**config.mk**
```make
export PLATFORM = sky130hd
export DESIGN_NAME = srmem_drain
export DESIGN_NICKNAME = d
export VERILOG_FILES = /design/src/rtl/srmem_drain.sv
export SDC_FILE = /design/constraint.sdc
export NUM_CORES = 1
export LEC_CHECK = 0
export ABC_AREA = 1
export BUFFER_PORTS_ARGS = -buffer_cell sky130_fd_sc_hd__buf_4
export CAP_MARGIN = 20
export CORE_MARGIN = 3
export CORE_UTILIZATION = 45
export DETAILED_ROUTE_END_ITERATION = 12
export PLACE_DENSITY = 0.79
export SYNTH_ARGS = -nofsm -noshare
export SYNTH_HDL_FRONTEND = slang
export SYNTH_SLANG_ARGS = --single-unit
```
**constraint.sdc**
```tcl
create_clock -name clk -period 2.6 [get_ports clk]
set_input_delay 0.52 -clock clk [delete_from_list [all_inputs] [get_ports clk]]
set_output_delay 0.52 -clock clk [all_outputs]
set_load 0.01 [all_outputs]
```
**src/rtl/srmem_drain.sv**
```systemverilog
// Drains a double-buffered srmem one entry at a time, serializing valid slots onto a ready/valid stream.
// Optional word counter: define SRMEM_DRAIN_CNT_EN to enable word_cnt; otherwise it is tied to 0.
module srmem_drain #(
    parameter int NUM_RDPORT = 1,
    parameter int DATA_BW    = 8
) (
    input  logic                                clk,
    input  logic                                rst,
    input  logic [NUM_RDPORT*(DATA_BW+1)-1:0]   dout_list,
    input  logic                                rdvalid,
    input  logic                                rdlastinfo,
    output logic                                req_pop,
    output logic                                req_newdata,
    output logic                                out_valid,
    input  logic                                out_ready,
    output logic [DATA_BW-1:0]                  out_data,
    output logic                                out_last,
    output logic                                frame_done,
    output logic [15:0]                         word_cnt
);

    // state | meaning
    // IDLE  | waiting for a valid head entry, snapshot taken on rdvalid
    // SCAN  | walking snapshot slots, emitting valid ones
    // POP   | req_pop pulse for the drained entry
    // NEXT  | req_newdata / frame_done pulse after the last entry of a frame

    localparam int SLOT_W = DATA_BW + 1;
    localparam int LIST_W = NUM_RDPORT * SLOT_W;
    localparam int IDX_W  = (NUM_RDPORT > 1) ? $clog2(NUM_RDPORT) : 1;
    localparam logic [IDX_W-1:0] IDX_LAST = IDX_W'(NUM_RDPORT - 1);

    typedef enum logic [1:0] {IDLE, SCAN, POP, NEXT} state_t;

    state_t              state;
    logic [LIST_W-1:0]   snap;
    logic                last_q;
    logic [IDX_W-1:0]    idx;
    logic [DATA_BW+1:0]  view_first;
    logic [DATA_BW+1:0]  view_next;

    // Returns {last, valid, data} for slot sel; last uses the highest valid slot of the entry.
    function automatic logic [DATA_BW+1:0] slot_view(input logic [LIST_W-1:0] list,
                                                     input int sel, input logic is_last);
        int                 hi;
        logic               vld;
        logic [DATA_BW-1:0] dat;
        hi = 0;
        for (int j = 0; j < NUM_RDPORT; j++) begin
            if (list[j*SLOT_W + DATA_BW]) hi = j;
        end
        vld = list[sel*SLOT_W + DATA_BW];
        dat = vld ? list[sel*SLOT_W +: DATA_BW] : '0;
        return {is_last && vld && (hi == sel), vld, dat};
    endfunction

    always_comb begin
        view_first = slot_view(dout_list, 0, rdlastinfo);
        view_next  = '0;
        if (idx != IDX_LAST) view_next = slot_view(snap, int'(idx) + 1, last_q);
    end

    always_ff @(posedge clk) begin
        if (!rst) begin
            state       <= IDLE;
            snap        <= '0;
            last_q      <= 1'b0;
            idx         <= '0;
            req_pop     <= 1'b0;
            req_newdata <= 1'b0;
            frame_done  <= 1'b0;
            out_valid   <= 1'b0;
            out_last    <= 1'b0;
            out_data    <= '0;
        end else begin
            req_pop     <= 1'b0;
            req_newdata <= 1'b0;
            frame_done  <= 1'b0;
            case (state)
                IDLE: begin
                    if (rdvalid) begin
                        snap   <= dout_list;
                        last_q <= rdlastinfo;
                        idx    <= '0;
                        state  <= SCAN;
                        {out_last, out_valid, out_data} <= view_first;
                    end
                end
                SCAN: begin
                    // Invalid slots skip after one cycle; valid slots wait for out_ready.
                    if (!out_valid || out_ready) begin
                        if (idx == IDX_LAST) begin
                            state     <= POP;
                            req_pop   <= 1'b1;
                            out_valid <= 1'b0;
                            out_last  <= 1'b0;
                            out_data  <= '0;
                        end else begin
                            idx <= idx + IDX_W'(1);
                            {out_last, out_valid, out_data} <= view_next;
                        end
                    end
                end
                POP: begin
                    if (last_q) begin
                        state       <= NEXT;
                        req_newdata <= 1'b1;
                        frame_done  <= 1'b1;
                    end else begin
                        state <= IDLE;
                    end
                end
                NEXT: state <= IDLE;
                default: state <= IDLE;
            endcase
        end
    end

`ifdef SRMEM_DRAIN_CNT_EN
    always_ff @(posedge clk) begin
        if (!rst) begin
            word_cnt <= 16'd0;
        end else if (state == NEXT) begin
            word_cnt <= 16'd0;
        end else if (state == SCAN && out_valid && out_ready && word_cnt != 16'hFFFF) begin
            word_cnt <= word_cnt + 16'd1;
        end
    end
`else
    assign word_cnt = 16'd0;
`endif

endmodule

```
==> impl_results.md <==
* Share of the synthesized area in the top cell type at 0.399
* Largest driver fanout on the critical path at 3
* Power per standard cell area at between 500 and 600 nW/um2
* Type of destination of the critical path: primary output
* EDFF count, synth at 0
* Maximum resistive drop on vdd at approximately 300 uV
* Most used standard cells in the synthesized netlist: 18 x buf_4, 15 x dfxtp_1, 11 x a21oi_1, 11 x nand3_1, 9 x nand4_1
* Via count of the first global-routing pass at around 540
* Data arrival time of the worst path at approximately 770 ps
* Number of register bits inferred by synthesis at 15
* Number of rows created at floorplan at 14
* Share of synthesized area occupied by flip-flops and latches at 0.399
* Final-report setup violation count at 0
* Antenna violations before repair at 0
* Summed instance area of the synthesized netlist at roughly 750 um2
* Number of I/O pins at 43
* Resized cells post-CTS at 0
* Crit Path Category: flop to primary output
* Mux contribution to synthesized area at 0
* H-Tree Depth at 1
* Max Clock Freq at between 700 and 800 MHz
* Die width at 46.9 um
* Unrepaired setup endpoints after global routing: no
* Static power due to leakage at between 0.4 and 0.5 nW
* Cell type group with the largest total delay on the critical path: flip-flops
* Maximum buffer depth of the clock tree at 2
* Dominant cell type by area after synthesis: dfxtp_1
* Slowest cell on crit path: dfxtp_1
* Diode count at 0
* Overall routing resource usage at 0.140
* Synthesized area per cell at between 8 and 9 um2
* Met2 track demand over resource in global routing at 0.220
* Fin nets at around 130
* Delay of the slowest critical-path stage at approximately 360 ps
* Final worst path period share at 0.494
* Gr busiest metal: met2
* Routed wire length at 1500 um
* Wire length of the first global-routing pass at ~2300 um
* Number of vias per cell after detailed routing at ~5.1
* Area used by multi-input combinational logic at 327 um2
* Fraction of registers with async set/reset at 0
* Remaining Overflow, GRT at 0
* Buffer cell driving the clock tree root: clkbuf_4
* First-pass iteration count of the detailed router at 4
* Type of origin of the critical path: flop
* Post-synthesis simple-gate area fraction at 0.231
* Die height at approximately 47 um
* Clock transition at the registers of the reported paths at roughly 80 ps
* Number of clock buffers inserted by TritonCTS at 3
* Latest clock arrival within the worst-skew pair at roughly 280 ps
* Summed negative setup slack over all endpoints at 0 ps
* Tightest Hold Check Type: primary input to flop
* Initial core utilization at 0.488
* Final HPWL DP at ~1100 um
* Weighted congestion reported at the end of routability-driven placement at between 0.7 and 0.8
* Largest net degree at the start of global routing at 14
* Post-route DRC violation count at 0
* Share of post-route cells with drive strength above 1 at 0.304
* Power Total at between 400 and 500 uW
* Post-synthesis to final-layout area growth at 18.0%
* Most frequently used flop master after synthesis: dfxtp_1
* Count of synthesis-stage warnings from yosys at 3
* Placeable core region at 1540 um2
* Vias after detailed routing at 650
* Final Skew at 1.59 ps
* Total of hold buffers inserted after clock tree synthesis at 0
* Count of pins over their slew limit at 0
* Area enclosed by the die boundary at about 2200 um2
* Most common cell in the synthesized netlist: buf_4
* Post-synthesis xor/xnor area fraction at 0
* Hold Fails Final Rpt at 0
* # Max-Cap Violations at 0
* Count of filler cells inserted in the layout at around 140
* Final min period at around 1300 ps
* TritonCTS clock tree: done
* Worst endpoint required time at 2080 ps
* Initial detailed-routing violation count at 7
* Met3 track demand over resource at 0.0268
* Cell-by-cell trace of the critical path: buf_4
* Status: completed
* Clock tree sinks at 15
* Biggest area contributors in the synthesized netlist: dfxtp_1 40%, buf_4 18%, nand4_1 7.5%
* CP bufs+invs at 1
* Routed wirelength normalized by instance count at 11.7 um
* Input/output buffers at 26
* Post-Syn Instances at 89
* Area of all sequential standard cells at about 300 um2
* Post-route ant nets at 0
* Main combinational cell family by area after synthesis: buffers and inverters
* Post-Synth Adder-Cell Area at 0
* Met1 GRT Util at 0.193
* Post CTS Setup Buffer Count at 0
* Post-synth cell types at 18
* Compound-Gate Fraction of Synth Area at 0.123
-- per-layer routing --
metal | up-vias | wire length, um
li1 | 315 | -
met1 | 303 | 599
met2 | 30 | 766
met3 | 2 | 123
met4 | 0 | 11
met5 | - | 0
-- cell families (layout without fill, tap and decap cells) --
group                  Yosys count  count (layout)
other                            1              16
flip-flops                      15              15
buffers and inverters           27              35
AND/OR/NAND/NOR                 32              32
AO/OA/AOI/OAI                   14              14
-- path summary, 6_finish.rpt --
path                       to         from  cells past startpoint  slack [ps]
setup / recovery    out_valid    out_valid                      1        1310
hold / removal         last_q   rdlastinfo                      3         480
setup reg to reg  out_data[6]     state[0]                      5        1380
hold reg to reg   out_data[0]  out_data[0]                      2         490
-- registers in the layout (all words and copies together), names as in the netlist --
register and flops:
state 2, req_pop 1, out_data 8, frame_done 1, out_last 1, last_q 1
out_valid 1
-- final cells by class --
cell class	instances	area share
inverter	5	0.0212
tap	16	0.0226
timing repair buffer	26	0.220
clock buffer	4	0.0296
sequential	15	0.339
multi-input combinational	62	0.368
-- per-stage QoR --
step / utilization / setup WS, ps / cell area, um2 / instances / hold WS (ps)
floorplan: - / 1490 / 808 / 104 / 454
global placement: 0.558 / 1250 / 861 / 124 / 474
detailed placement: 0.558 / 1200 / 861 / 124 / 477
CTS: 0.575 / 1310 / 887 / 128 / 476
global route: 0.575 / 1270 / 887 / 128 / 487
finish: 0.575 / 1310 / 887 / 128 / 483
-- worst register-to-register path, stage by stage, from the launching register on --
cell and delay [ps]:
dfxtp_1 400, inv_1 90, nor2_2 130, nand2_1 250, nand3_1 160, a21oi_1 70
-- where the power goes --
part | switching (mW) | total, mW | internal, mW
registers | 0.00730 | 0.247 | 0.240
clock network | 0.0701 | 0.130 | 0.0595
logic | 0.0518 | 0.0861 | 0.0344
-- cell usage in the layout, fill, tap and decap left out --
cell type	Yosys	routed
a21oi_1	11	11
clkbuf_1	2	1
nand3_1	11	11
inv_1	5	5
nand4_1	9	9
nor2_1	5	5
o21ai_2	1	1
nor2_2	1	1
clkbuf_4	0	3
o31ai_1	1	1
nor2_4	1	1
nand2_4	1	1
conb_1	1	16
buf_4	18	26
dfxtp_1	15	15
a31oi_4	1	1
nand2_1	4	4
No activity file was read; power rests on OpenSTA's default activity.
